**src/rtl/axi_burst_master_if.sv**
```systemverilog
// Core-side request/stream port and AXI4 master port of axi_burst_master.
// Signal names match the original flat port list so that hookup stays 1:1.
interface axi_burst_master_if #(
  parameter int ADDR_W = 32,
  parameter int DATA_W = 32
);
  localparam int STRB_W = DATA_W / 8;

  // core request
  logic              req_valid;
  logic              req_ready;
  logic              req_write;
  logic [ADDR_W-1:0] req_addr;
  logic [3:0]        req_len;
  // core read stream
  logic              rd_valid;
  logic [DATA_W-1:0] rd_data;
  logic              rd_last;
  logic              rd_ready;
  // core write stream
  logic              wr_valid;
  logic [DATA_W-1:0] wr_data;
  logic [STRB_W-1:0] wr_strb;
  logic              wr_ready;
  // status
  logic              done;
  logic              err;
  // AXI read address
  logic [3:0]        ARID_M;
  logic [ADDR_W-1:0] ARADDR_M;
  logic [3:0]        ARLEN_M;
  logic [2:0]        ARSIZE_M;
  logic [1:0]        ARBURST_M;
  logic              ARVALID_M;
  logic              ARREADY_M;
  // AXI read data
  logic [3:0]        RID_M;
  logic [DATA_W-1:0] RDATA_M;
  logic [1:0]        RRESP_M;
  logic              RLAST_M;
  logic              RVALID_M;
  logic              RREADY_M;
  // AXI write address
  logic [3:0]        AWID_M;
  logic [ADDR_W-1:0] AWADDR_M;
  logic [3:0]        AWLEN_M;
  logic [2:0]        AWSIZE_M;
  logic [1:0]        AWBURST_M;
  logic              AWVALID_M;
  logic              AWREADY_M;
  // AXI write data
  logic [DATA_W-1:0] WDATA_M;
  logic [STRB_W-1:0] WSTRB_M;
  logic              WLAST_M;
  logic              WVALID_M;
  logic              WREADY_M;
  // AXI write response
  logic [3:0]        BID_M;
  logic [1:0]        BRESP_M;
  logic              BVALID_M;
  logic              BREADY_M;

  modport master (
    input  req_valid, req_write, req_addr, req_len,
    output req_ready,
    output rd_valid, rd_data, rd_last,
    input  rd_ready,
    input  wr_valid, wr_data, wr_strb,
    output wr_ready,
    output done, err,
    output ARID_M, ARADDR_M, ARLEN_M, ARSIZE_M, ARBURST_M, ARVALID_M,
    input  ARREADY_M,
    input  RID_M, RDATA_M, RRESP_M, RLAST_M, RVALID_M,
    output RREADY_M,
    output AWID_M, AWADDR_M, AWLEN_M, AWSIZE_M, AWBURST_M, AWVALID_M,
    input  AWREADY_M,
    output WDATA_M, WSTRB_M, WLAST_M, WVALID_M,
    input  WREADY_M,
    input  BID_M, BRESP_M, BVALID_M,
    output BREADY_M
  );

  modport slave (
    output req_valid, req_write, req_addr, req_len,
    input  req_ready,
    input  rd_valid, rd_data, rd_last,
    output rd_ready,
    output wr_valid, wr_data, wr_strb,
    input  wr_ready,
    input  done, err,
    input  ARID_M, ARADDR_M, ARLEN_M, ARSIZE_M, ARBURST_M, ARVALID_M,
    output ARREADY_M,
    output RID_M, RDATA_M, RRESP_M, RLAST_M, RVALID_M,
    input  RREADY_M,
    input  AWID_M, AWADDR_M, AWLEN_M, AWSIZE_M, AWBURST_M, AWVALID_M,
    output AWREADY_M,
    input  WDATA_M, WSTRB_M, WLAST_M, WVALID_M,
    output WREADY_M,
    output BID_M, BRESP_M, BVALID_M,
    input  BREADY_M
  );
endinterface

```
**src/rtl/axi_burst_master.sv**
```systemverilog
// Turns one core request into one AXI4 INCR burst (read AR/R or write AW/W/B),
// streaming beats straight through and reporting done/err per transaction.
module axi_burst_master #(
  parameter logic [3:0] MASTER_ID = 4'd0,
  parameter int         ADDR_W    = 32,
  parameter int         DATA_W    = 32
) (
  input logic               ACLK,
  input logic               ARESET,
  axi_burst_master_if.master bus
);

  typedef enum logic [2:0] {
    S_IDLE,
    S_AR,
    S_R,
    S_AW,
    S_W,
    S_B
  } state_t;

  state_t            state_q, state_d;
  logic [ADDR_W-1:0] addr_q, addr_d;
  logic [3:0]        len_q, len_d;
  logic [3:0]        cnt_q, cnt_d;
  logic              err_acc_q, err_acc_d;
  logic              done_q, done_d;
  logic              err_q, err_d;

  logic accept;
  logic r_hs;
  logic w_hs;
  logic last_cnt;
  logic beat_err;

  // IDs are not checked (single outstanding); address LSBs are forced to 0
  logic unused_inputs;
  assign unused_inputs = ^{bus.RID_M, bus.BID_M, bus.req_addr[1:0]};

  assign last_cnt = (cnt_q == len_q);
  assign accept   = bus.req_valid && (state_q == S_IDLE);
  assign r_hs     = (state_q == S_R) && bus.RVALID_M && bus.rd_ready;
  assign w_hs     = (state_q == S_W) && bus.wr_valid && bus.WREADY_M;
  assign beat_err = (bus.RRESP_M != 2'b00) ||
                    (bus.RLAST_M && !last_cnt) ||
                    (!bus.RLAST_M && last_cnt);

  // Core-side handshakes and pass-through beat paths, gated by owning state
  assign bus.req_ready = (state_q == S_IDLE);
  assign bus.rd_valid  = (state_q == S_R) && bus.RVALID_M;
  assign bus.rd_data   = bus.RDATA_M;
  assign bus.rd_last   = (state_q == S_R) && bus.RLAST_M;
  assign bus.RREADY_M  = (state_q == S_R) && bus.rd_ready;
  assign bus.wr_ready  = (state_q == S_W) && bus.WREADY_M;
  assign bus.done      = done_q;
  assign bus.err       = err_q;

  // AXI address channels: address/len come straight from the capture registers
  assign bus.ARID_M    = MASTER_ID;
  assign bus.ARADDR_M  = addr_q;
  assign bus.ARLEN_M   = len_q;
  assign bus.ARSIZE_M  = 3'b010;
  assign bus.ARBURST_M = 2'b01;
  assign bus.ARVALID_M = (state_q == S_AR);
  assign bus.AWID_M    = MASTER_ID;
  assign bus.AWADDR_M  = addr_q;
  assign bus.AWLEN_M   = len_q;
  assign bus.AWSIZE_M  = 3'b010;
  assign bus.AWBURST_M = 2'b01;
  assign bus.AWVALID_M = (state_q == S_AW);

  // AXI write data / response
  assign bus.WDATA_M   = bus.wr_data;
  assign bus.WSTRB_M   = bus.wr_strb;
  assign bus.WLAST_M   = (state_q == S_W) && last_cnt;
  assign bus.WVALID_M  = (state_q == S_W) && bus.wr_valid;
  assign bus.BREADY_M  = (state_q == S_B);

  // Next-state, counter, error accumulation and completion pulse
  always_comb begin
    state_d   = state_q;
    addr_d    = addr_q;
    len_d     = len_q;
    cnt_d     = cnt_q;
    err_acc_d = err_acc_q;
    done_d    = 1'b0;
    err_d     = 1'b0;
    unique case (state_q)
      S_IDLE: begin
        if (accept) begin
          addr_d    = {bus.req_addr[ADDR_W-1:2], 2'b00};
          len_d     = bus.req_len;
          err_acc_d = 1'b0;
          state_d   = bus.req_write ? S_AW : S_AR;
        end
      end
      S_AR: begin
        if (bus.ARREADY_M) begin
          cnt_d   = '0;
          state_d = S_R;
        end
      end
      S_R: begin
        if (r_hs) begin
          cnt_d     = cnt_q + 4'd1;
          err_acc_d = err_acc_q || beat_err;
          // a missing RLAST still terminates the burst at the expected count
          if (bus.RLAST_M || last_cnt) begin
            state_d = S_IDLE;
            done_d  = 1'b1;
            err_d   = err_acc_q || beat_err;
          end
        end
      end
      S_AW: begin
        if (bus.AWREADY_M) begin
          cnt_d   = '0;
          state_d = S_W;
        end
      end
      S_W: begin
        if (w_hs) begin
          cnt_d = cnt_q + 4'd1;
          if (last_cnt) state_d = S_B;
        end
      end
      S_B: begin
        if (bus.BVALID_M) begin
          state_d = S_IDLE;
          done_d  = 1'b1;
          err_d   = (bus.BRESP_M != 2'b00);
        end
      end
      default: state_d = S_IDLE;
    endcase
  end

  // State and datapath registers with synchronous reset
  always_ff @(posedge ACLK) begin
    if (ARESET) begin
      state_q   <= S_IDLE;
      addr_q    <= '0;
      len_q     <= '0;
      cnt_q     <= '0;
      err_acc_q <= 1'b0;
      done_q    <= 1'b0;
      err_q     <= 1'b0;
    end else begin
      state_q   <= state_d;
      addr_q    <= addr_d;
      len_q     <= len_d;
      cnt_q     <= cnt_d;
      err_acc_q <= err_acc_d;
      done_q    <= done_d;
      err_q     <= err_d;
    end
  end

endmodule

```
**src/flat_wrapper.sv**
```systemverilog
// flat-port wrapper written by rule: the top's interface ports become plain ports
module axi_burst_master_flat 
#(
  parameter logic [3:0] MASTER_ID = 4'd0,
  parameter int         ADDR_W    = 32,
  parameter int         DATA_W    = 32
)
  (ACLK, ARESET, bus_req_valid, bus_req_write, bus_req_addr, bus_req_len, bus_req_ready, bus_rd_valid, bus_rd_data, bus_rd_last, bus_rd_ready, bus_wr_valid, bus_wr_data, bus_wr_strb, bus_wr_ready, bus_done, bus_err, bus_ARID_M, bus_ARADDR_M, bus_ARLEN_M, bus_ARSIZE_M, bus_ARBURST_M, bus_ARVALID_M, bus_ARREADY_M, bus_RID_M, bus_RDATA_M, bus_RRESP_M, bus_RLAST_M, bus_RVALID_M, bus_RREADY_M, bus_AWID_M, bus_AWADDR_M, bus_AWLEN_M, bus_AWSIZE_M, bus_AWBURST_M, bus_AWVALID_M, bus_AWREADY_M, bus_WDATA_M, bus_WSTRB_M, bus_WLAST_M, bus_WVALID_M, bus_WREADY_M, bus_BID_M, bus_BRESP_M, bus_BVALID_M, bus_BREADY_M);
  axi_burst_master_if #(.ADDR_W(ADDR_W), .DATA_W(DATA_W)) bus_i ();
  input logic ACLK;
  input logic ARESET;
  input wire logic [$bits(bus_i.req_valid)-1:0] bus_req_valid;
  input wire logic [$bits(bus_i.req_write)-1:0] bus_req_write;
  input wire logic [$bits(bus_i.req_addr)-1:0] bus_req_addr;
  input wire logic [$bits(bus_i.req_len)-1:0] bus_req_len;
  output wire logic [$bits(bus_i.req_ready)-1:0] bus_req_ready;
  output wire logic [$bits(bus_i.rd_valid)-1:0] bus_rd_valid;
  output wire logic [$bits(bus_i.rd_data)-1:0] bus_rd_data;
  output wire logic [$bits(bus_i.rd_last)-1:0] bus_rd_last;
  input wire logic [$bits(bus_i.rd_ready)-1:0] bus_rd_ready;
  input wire logic [$bits(bus_i.wr_valid)-1:0] bus_wr_valid;
  input wire logic [$bits(bus_i.wr_data)-1:0] bus_wr_data;
  input wire logic [$bits(bus_i.wr_strb)-1:0] bus_wr_strb;
  output wire logic [$bits(bus_i.wr_ready)-1:0] bus_wr_ready;
  output wire logic [$bits(bus_i.done)-1:0] bus_done;
  output wire logic [$bits(bus_i.err)-1:0] bus_err;
  output wire logic [$bits(bus_i.ARID_M)-1:0] bus_ARID_M;
  output wire logic [$bits(bus_i.ARADDR_M)-1:0] bus_ARADDR_M;
  output wire logic [$bits(bus_i.ARLEN_M)-1:0] bus_ARLEN_M;
  output wire logic [$bits(bus_i.ARSIZE_M)-1:0] bus_ARSIZE_M;
  output wire logic [$bits(bus_i.ARBURST_M)-1:0] bus_ARBURST_M;
  output wire logic [$bits(bus_i.ARVALID_M)-1:0] bus_ARVALID_M;
  input wire logic [$bits(bus_i.ARREADY_M)-1:0] bus_ARREADY_M;
  input wire logic [$bits(bus_i.RID_M)-1:0] bus_RID_M;
  input wire logic [$bits(bus_i.RDATA_M)-1:0] bus_RDATA_M;
  input wire logic [$bits(bus_i.RRESP_M)-1:0] bus_RRESP_M;
  input wire logic [$bits(bus_i.RLAST_M)-1:0] bus_RLAST_M;
  input wire logic [$bits(bus_i.RVALID_M)-1:0] bus_RVALID_M;
  output wire logic [$bits(bus_i.RREADY_M)-1:0] bus_RREADY_M;
  output wire logic [$bits(bus_i.AWID_M)-1:0] bus_AWID_M;
  output wire logic [$bits(bus_i.AWADDR_M)-1:0] bus_AWADDR_M;
  output wire logic [$bits(bus_i.AWLEN_M)-1:0] bus_AWLEN_M;
  output wire logic [$bits(bus_i.AWSIZE_M)-1:0] bus_AWSIZE_M;
  output wire logic [$bits(bus_i.AWBURST_M)-1:0] bus_AWBURST_M;
  output wire logic [$bits(bus_i.AWVALID_M)-1:0] bus_AWVALID_M;
  input wire logic [$bits(bus_i.AWREADY_M)-1:0] bus_AWREADY_M;
  output wire logic [$bits(bus_i.WDATA_M)-1:0] bus_WDATA_M;
  output wire logic [$bits(bus_i.WSTRB_M)-1:0] bus_WSTRB_M;
  output wire logic [$bits(bus_i.WLAST_M)-1:0] bus_WLAST_M;
  output wire logic [$bits(bus_i.WVALID_M)-1:0] bus_WVALID_M;
  input wire logic [$bits(bus_i.WREADY_M)-1:0] bus_WREADY_M;
  input wire logic [$bits(bus_i.BID_M)-1:0] bus_BID_M;
  input wire logic [$bits(bus_i.BRESP_M)-1:0] bus_BRESP_M;
  input wire logic [$bits(bus_i.BVALID_M)-1:0] bus_BVALID_M;
  output wire logic [$bits(bus_i.BREADY_M)-1:0] bus_BREADY_M;
  assign bus_i.req_valid = bus_req_valid;
  assign bus_i.req_write = bus_req_write;
  assign bus_i.req_addr = bus_req_addr;
  assign bus_i.req_len = bus_req_len;
  assign bus_req_ready = bus_i.req_ready;
  assign bus_rd_valid = bus_i.rd_valid;
  assign bus_rd_data = bus_i.rd_data;
  assign bus_rd_last = bus_i.rd_last;
  assign bus_i.rd_ready = bus_rd_ready;
  assign bus_i.wr_valid = bus_wr_valid;
  assign bus_i.wr_data = bus_wr_data;
  assign bus_i.wr_strb = bus_wr_strb;
  assign bus_wr_ready = bus_i.wr_ready;
  assign bus_done = bus_i.done;
  assign bus_err = bus_i.err;
  assign bus_ARID_M = bus_i.ARID_M;
  assign bus_ARADDR_M = bus_i.ARADDR_M;
  assign bus_ARLEN_M = bus_i.ARLEN_M;
  assign bus_ARSIZE_M = bus_i.ARSIZE_M;
  assign bus_ARBURST_M = bus_i.ARBURST_M;
  assign bus_ARVALID_M = bus_i.ARVALID_M;
  assign bus_i.ARREADY_M = bus_ARREADY_M;
  assign bus_i.RID_M = bus_RID_M;
  assign bus_i.RDATA_M = bus_RDATA_M;
  assign bus_i.RRESP_M = bus_RRESP_M;
  assign bus_i.RLAST_M = bus_RLAST_M;
  assign bus_i.RVALID_M = bus_RVALID_M;
  assign bus_RREADY_M = bus_i.RREADY_M;
  assign bus_AWID_M = bus_i.AWID_M;
  assign bus_AWADDR_M = bus_i.AWADDR_M;
  assign bus_AWLEN_M = bus_i.AWLEN_M;
  assign bus_AWSIZE_M = bus_i.AWSIZE_M;
  assign bus_AWBURST_M = bus_i.AWBURST_M;
  assign bus_AWVALID_M = bus_i.AWVALID_M;
  assign bus_i.AWREADY_M = bus_AWREADY_M;
  assign bus_WDATA_M = bus_i.WDATA_M;
  assign bus_WSTRB_M = bus_i.WSTRB_M;
  assign bus_WLAST_M = bus_i.WLAST_M;
  assign bus_WVALID_M = bus_i.WVALID_M;
  assign bus_i.WREADY_M = bus_WREADY_M;
  assign bus_i.BID_M = bus_BID_M;
  assign bus_i.BRESP_M = bus_BRESP_M;
  assign bus_i.BVALID_M = bus_BVALID_M;
  assign bus_BREADY_M = bus_i.BREADY_M;
  axi_burst_master #(.MASTER_ID(MASTER_ID), .ADDR_W(ADDR_W), .DATA_W(DATA_W)) u_core (.ACLK(ACLK), .ARESET(ARESET), .bus(bus_i));
endmodule
```
**config.mk**
```make
export PLATFORM = sky130hd
export DESIGN_NAME = axi_burst_master_flat
export DESIGN_NICKNAME = d
export VERILOG_FILES = /design/src/rtl/axi_burst_master_if.sv /design/src/rtl/axi_burst_master.sv /design/src/flat_wrapper.sv
export SDC_FILE = /design/constraint.sdc
export NUM_CORES = 1
export LEC_CHECK = 0
export CAP_MARGIN = 20
export CORE_AREA = 2 2 114 116
export CTS_CLUSTER_DIAMETER = 100
export DETAILED_ROUTE_END_ITERATION = 10
export DIE_AREA = 0 0 116 118
export HOLD_SLACK_MARGIN = 0.15
export PLACE_DENSITY = 0.7
export SYNTH_ARGS = -nofsm -noshare
export SYNTH_HDL_FRONTEND = slang
export SYNTH_SLANG_ARGS = --single-unit
```
**constraint.sdc**
```tcl
create_clock -name ACLK -period 3.8 [get_ports ACLK]
set_input_delay 0.76 -clock ACLK [delete_from_list [all_inputs] [get_ports ACLK]]
set_output_delay 0.76 -clock ACLK [all_outputs]
set_load 0.02 [all_outputs]
```
# ---- Yosys cells after proc, flatten, opt, wreduce, memory -nomap -nowiden
# Index checks and enable logic that the tools add are counted.
dict set report totals {
  regBits 44
  inputBits 128
  out_inout_bits 170
  elab_cells 74
}
dict set report classes {
  add_sub_neg 1
  eq_ne 14
  muxes 26
  reduce_logical 26
}
# operator n
set ops {}
lappend ops {{2-to-1 mux 3 bit} 8}
lappend ops {{one-hot mux 3 bit (6 select lines)} 1}
lappend ops {{2-to-1 mux 4 bit} 4}
lappend ops {{one-hot mux 4 bit (4 select lines)} 1}
lappend ops {{!= test 2 x 1 -> 1 bit (second input constant)} 6}
lappend ops {{logical AND 1 bit} 11}
lappend ops {{2-to-1 mux 1 bit} 8}
lappend ops {{AND reduction 8 bit} 1}
lappend ops {{equality test 3 x 2 -> 1 bit (second input constant)} 2}
lappend ops {{equality test 3 bit (second input constant)} 2}
lappend ops {{one-hot mux 1 bit (2 select lines)} 3}
lappend ops {{nonzero test 2 bit} 3}
lappend ops {{AND reduction 5 bit} 1}
lappend ops {{adder 4 x 1 -> 4 bit (second input constant)} 1}
lappend ops {{equality test 4 bit} 1}
lappend ops {{logical OR 1 bit} 4}
lappend ops {{!= test 2 bit (second input constant)} 2}
lappend ops {{nonzero test 4 bit} 1}
lappend ops {{equality test 3 x 1 -> 1 bit (second input constant)} 1}
lappend ops {{zero test 3 bit} 1}
lappend ops {{AND reduction 3 bit} 1}
lappend ops {{zero test 1 bit} 2}
lappend ops {{2-to-1 mux 2 bit} 1}
lappend ops {{AND reduction 2 bit} 1}

# ---- Longest topological paths before layout
# Gate-level depths: netlist of the first run.
dict set report depth {
  depth_word 9
  ltp_mapped 6
  ltp_nobuf 4
}

# ---- Worst setup path before layout of the first run
# OpenSTA, ideal clock, no wires.
dict set report synth_timing {
  path_kind {register to output}
  startpoint {register u_core.len_q[2] (netlist: u_core.bus.ARLEN_M[2])}
  endpoint {output bus_WLAST_M}
  arrival_ps 1255
  t_required_ps 3040
  setup_slack_ps 1785
  stages_incl_launch_ff 4
  n_path_buf 0
  path_cell_list {dfxtp_1 xor2_1 nor4_4 and2_2}
}
dict set report synth_via {
  elab_chain_cells 2
}
# element line_no
set synth_rtl {}
lappend synth_rtl {{start, declared} axi_burst_master.sv:24} ;# logic [3:0] len_q, len_d;
lappend synth_rtl {{start signal, assigned} axi_burst_master.sv:151} ;# len_q <= len_d;
lappend synth_rtl {{equality test 4 bit} axi_burst_master.sv:40} ;# assign last_cnt = (cnt_q == len_q);
lappend synth_rtl {{logical AND 1 bit} axi_burst_master.sv:75} ;# assign bus.WLAST_M = (state_q == S_W) && last_cnt;
lappend synth_rtl {{end, declared} flat_wrapper.sv:49} ;# output wire logic [$bits(bus_i.WLAST_M)-1:0] bus_WLAST_M;
# Every way passes these cells.

# ---- Worst setup path after layout of the first run
# Same ends and word-level chain as after synthesis.

==> results of run 1 <==
## cell families (layout without fill, tap and decap cells)
logic type,count (synthesis),in the layout,share of synthesized area
DFF,44,44,0.310
adders and majority gates,1,1,0.00440
AOI/OAI and AO/OA,57,57,0.120
and+or+nand+nor,108,108,0.177
buffers and inverters,140,139,0.352
muxes,5,5,0.0185
other,2,22,0.00264
xor gates and xnor gates,5,5,0.0154
## tightest hold or removal path: stages, from the launching register on
cell,delay [ps]
dfxtp_1,320
nand2_1,50
a21oi_1,50
## synth_stat cells, types with 2 or more instances
cell type / instances
xor2_1: 4
nor3b_2: 2
a21oi_1: 43
clkbuf_1: 8
nor2_1: 5
nand3_1: 4
and2_1: 6
mux2i_1: 3
dfxtp_1: 44
nor2b_1: 2
nor3_1: 2
conb_1: 2
a32oi_1: 2
buf_2: 7
buf_4: 124
nand2b_1: 5
and3_1: 2
nand2_1: 74
## layout make-up
| type | count | area [sq um] |
|---|---|---|
| multi-input combinational | 198 | 1040 |
| inverter | 1 | 3.75 |
| fill | 1338 | 8840 |
| timing repair buffer | 131 | 1300 |
| clock inverter | 1 | 5.00 |
| sequential | 44 | 881 |
| tap | 172 | 215 |
| clock buffer | 6 | 129 |
## layer usage
layer,track usage,up-vias
li1,-,1064
met1,0.101,1002
met2,0.169,142
met3,0.0484,21
met4,0.0543,0
met5,0,-
## worst max-delay path by stage
stage	start	end	slack [ps]	depth (start not counted)
floorplan	u_core.bus.ARLEN_M[2]$_SDFFE_PP0P_	bus_WLAST_M	1790	3
global placement	bus_RLAST_M	bus_rd_last	960	3
detailed placement	bus_rd_ready	bus_RREADY_M	940	3
CTS	u_core.bus.ARLEN_M[3]$_SDFFE_PP0P_	bus_WLAST_M	790	4
global route	u_core.bus.ARLEN_M[3]$_SDFFE_PP0P_	bus_WLAST_M	720	4
finish	u_core.bus.ARLEN_M[2]$_SDFFE_PP0P_	bus_WLAST_M	850	4
## flip-flops by register name, summed over array words and instances, names as in the netlist
name / count
u_core.bus.done: 1
u_core.bus.ARLEN_M: 4
u_core.err_acc_q: 1
u_core.bus.err: 1
u_core.cnt_q: 4
u_core.state_q: 3
u_core.bus.ARADDR_M: 30
## report_power, final
group | switching, uW | total (uW) | leakage (uW) | internal (uW)
combinational | 528 | 974 | 0.000885 | 447
sequential | 102 | 655 | 0.000360 | 553
clock | 170 | 408 | 0.0000667 | 239
total | 799 | 2040 | 0.00131 | 1240
## metrics by stage
stage / hold slack [ps] / setup slack (ps) / utilization / total power, uW
after CTS: 472 / 786 / 0.288 / 2080
after detailed placement: 464 / 941 / 0.277 / 1660
final: 469 / 855 / 0.288 / 2040
after global routing: 490 / 716 / 0.288 / 2180
after floorplan: 454 / 1790 / - / 1400
after global placement: 455 / 963 / 0.277 / 1640
==> impl_metrics.ini, run 1 <==
[worst_hold_path]
whs_endpoint = u_core.bus.ARADDR_M[2]$_SDFFE_PP0P_
hold_depth = 2
hold_path.class = register to register
min-delay-start = u_core.bus.ARADDR_M[2]$_SDFFE_PP0P_

[detailed_routing]
vias_per_cell = 4.03
wl_per_cell_microns = 12.6
drtPass1Iterations = 4
topRoutingLayerUsed = met4
drc_errors = 0
wl_microns = 6980
met1Wirelength_microns = 2570
via_count = 2229
met3_length_microns = 759
ant_nets = 0
route.met2.wl_microns = 3390
drt_iter0_markers = 48

[global_routing]
grt_max_degree = 46
grt_pass1_vias = 2046
overflow = 0
grtUsageTotal = 0.101
antenna_found_initial = 0
grt_pass1_wl_microns = 10500

[floorplan]
die_h_microns = 118
io_pins = 298
die_area_sq_um = 13700
rows = 41
initial_core_util = 0.229
die_w_microns = 116
fp.coreArea_sq_um = 12400

[layout]
antennaDiodeCount = 0
postLayoutCellArea_sq_um = 3570
layout_commonest_cell = clkdlybuf4s50_1
drive_above_1_share = 0.0420
area_growth_pct = 25.7
final_cell_mix = clkdlybuf4s50_1, nand2_1, dfxtp_1
finalNonFillerCells = 553
fin_nets = 510

[place]
gp_congestion = 0.677
dpl.hpwl_microns = 5280
port_buffers = 129
placed_area_sq_um = 3440
dp_cells = 546

[critical_path]
cp_cell_sequence = xor2_1 -> nor4_4 -> and2_2 -> clkdlybuf4s50_1
criticalPathCategory = register to output port
critPathMaxStageDelay_ps = 590
r2r_cells = 4
r2r_start = u_core.state_q[1]$_SDFFE_PP0P_
r2r-end = u_core.cnt_q[2]$_SDFFE_PP0P_
required_ps = 3040
cp_top_family = simple AND/OR/NAND/NOR gates
arrival_ps = 2190
cp-end-kind = output port
slowest_stage = clkdlybuf4s50_1
cp_num_buf_inv = 1
critPathLaunchType = register
crit_fanout = 5
r2r_setup_slack_ps = 1890

[yosys]
synth-seq-cells = 44
synth_top_area_frac = 0.328
syn_area_sq_um = 2840
yosys-top-cells-area = buf_4, dfxtp_1, nand2_1
yosysSeqAreaShare = 0.310
synth_area_leader_cell = buf_4
async_flop_share = 0
synth_flop_cell = dfxtp_1
synth-edff-count = 0
ys_warn_count = 0
ys_types = 41
avgSynthCellArea_sq_um = 7.85
synth_cells = 362

[timing]
fin_crit_ps = 2950
tns_ps = 0
rsz0062_at_grt = false
setup_viol = 0
hold_viol = 0
finalMaxSlewViolations = 0
skew_ps = 6.02
tightestPinTransition_ps = 867
period_share = 0.775
slew_headroom = 0.422
fmax_mhz = 340

[power]
vdd_ir_drop_max_uv = 274
leakage_uw = 0.00131
power.density_cell_area_nw_per_um2 = 571

[clock_tree]
postCtsSetupRepairBufs = 0
cts.htree.levels = 2
path_clk_slew_ps = 60
numCtsBuffers = 5
cts_tree = built
worstSkewPairLatency_ps = 290
cts_buffer_depth = 2
postCtsHoldBufs = 0
cts_root_buf = clkbuf_16
clock_sinks = 44
cts_resized = 0

[status]
status = complete, no violations

[job]
maxCapViolations = 0
Note: power is estimated with default switching activity, not from simulation.
==> run 2, diff against run 1 <==
PLACE_DENSITY = 0.72   (was 0.7)
clock period = 2.7 ns   (was 3.8 ns; I/O delays follow)
==> run 2 against run 1 <==
Effect of this change:
- sequential cell count is the same
- count of clock-buffer cells in the layout grew 1
- global-route usage grew 0.53 points
- worst setup slack lost 720 ps
- wire length grew 3.6%
- final cell count grew 0.90%
- register-to-register slack lost 1100 ps
- cell area grew 2.4%
- die area is the same
- largest cell class unchanged
- highest routed layer unchanged
==> impl_metrics.ini, run 2 (synthesized netlist as in run 1, its figures left out) <==
[timing]
hold_viol = 0
slew_headroom = 0.431
finalMaxSlewViolations = 0
fin_crit_ps = 2570
period_share = 0.951
fmax_mhz = 389
tightestPinTransition_ps = 853
setup_viol = 0
skew_ps = 3.76
tns_ps = 0
rsz0062_at_grt = false

[detailed_routing]
drtPass1Iterations = 7
wl_microns = 7230
route.met2.wl_microns = 3280
wl_per_cell_microns = 13.0
met1Wirelength_microns = 2790
met3_length_microns = 759
topRoutingLayerUsed = met4
drc_errors = 0
via_count = 2263
ant_nets = 0
drt_iter0_markers = 93
vias_per_cell = 4.06

[layout]
multi_input_area_sq_um = 1040
final_cell_mix = clkdlybuf4s50_1, nand2_1, dfxtp_1
fill_cells = 1329
regArea_sq_um = 881
antennaDiodeCount = 0
layout_commonest_cell = clkdlybuf4s50_1
fin_nets = 514
largest_register_ffs = 30
area_growth_pct = 28.7
finalNonFillerCells = 558
drive_above_1_share = 0.0570

[clock_tree]
path_clk_slew_ps = 60
numCtsBuffers = 5
clock_sinks = 44
postCtsSetupRepairBufs = 0
cts.htree.levels = 2
worstSkewPairLatency_ps = 290
cts_tree = built
cts_buffer_depth = 2
cts_root_buf = clkbuf_16

[worst_hold_path]
min-delay-start = u_core.bus.ARADDR_M[10]$_SDFFE_PP0P_
hold_path.class = register to register

[global_routing]
grtUsageTotal = 0.106
antenna_found_initial = 0
grt_pass1_vias = 2080
grt_pass1_wl_microns = 10800
grt_max_degree = 46
overflow = 0

[floorplan]
die_h_microns = 118
initial_core_util = 0.229
rows = 41
fp.coreArea_sq_um = 12400
io_pins = 298
die_area_sq_um = 13700
die_w_microns = 116

[place]
dp_cells = 550
port_buffers = 129
gp_congestion = 0.729
dpl.hpwl_microns = 5500

[critical_path]
required_ps = 2160
critPathLaunchType = register
criticalPathCategory = register to output port
crit_fanout = 16
cp_cell_sequence = nor3b_2 -> and2_1 -> clkdlybuf4s50_1
critPathMaxStageDelay_ps = 640
r2r_start = u_core.state_q[1]$_SDFFE_PP0P_
crit_start = u_core.state_q[1]$_SDFFE_PP0P_
arrival_ps = 2030
cp-end-kind = output port
slowest_stage = dfxtp_1

[power]
power.density_cell_area_nw_per_um2 = 843
leakage_uw = 0.00135
vdd_ir_drop_max_uv = 243

[job]
maxCapViolations = 0

[status]
status = complete, no violations
==> run 2: cell count changes in the layout (fill, tap and decap cells not counted), sizes merged <==
cell	delta
clkbuf	+1
clkinv	-1
buf	+4
bufinv	+1
==> run 2: final cells by class <==
class	instances	area share
multi-input combinational	198	0.285
clock buffer	7	0.0418
tap	172	0.0589
timing repair buffer	135	0.364
inverter	1	0.00103
clock inverter	1	0.00821
sequential	44	0.241
==> run 2: worst max-delay path, delay by kind of cell, from the launching register on <==
family / cells / cell delay (ps)
buffers and inverters: 1 / 600
DFF: 1 / 640
and+or+nand+nor: 2 / 500
==> run 2: path summary, 6_finish.rpt <==
check	slack, ps	cells past startpoint	end
worst max register to register	780	4	u_core.cnt_q[0]$_SDFFE_PP0P_
worst min-delay path	470	2	u_core.bus.ARADDR_M[10]$_SDFFE_PP0P_
worst max-delay path	130	3	bus_RREADY_M
worst min register to register	470	2	u_core.bus.ARADDR_M[10]$_SDFFE_PP0P_
==> run 2: report_power, final <==
group          internal, uW  switching (uW)
combinational           662             757
sequential              778             144
clock                   487             255
==> run 2: per-layer routing <==
metal / vias up / global-route usage
met5: - / 0
met4: 0 / 0.0796
met3: 40 / 0.0371
met2: 143 / 0.170
met1: 1005 / 0.112
li1: 1075 / -
==> run 2: metrics by stage <==
stage               utilization  worst slack (ps)  total power, uW  hold slack (ps)  cell area [sq um]
global placement          0.279               282             2340              455               3470
finish                    0.294               132             3080              469               3660
detailed placement        0.279               275             2370              462               3470
global route              0.294              12.5             3290              496               3660
CTS                       0.294              27.1             3130              470               3650
floorplan                     -               905             1970              454               2920
==> run 2: repair_timing <==
action / 4_1_cts / 5_1_grt
hold buffers: 0 / 0
resized for setup: 0 / 1
endpoints found under the setup margin: 0 / 3
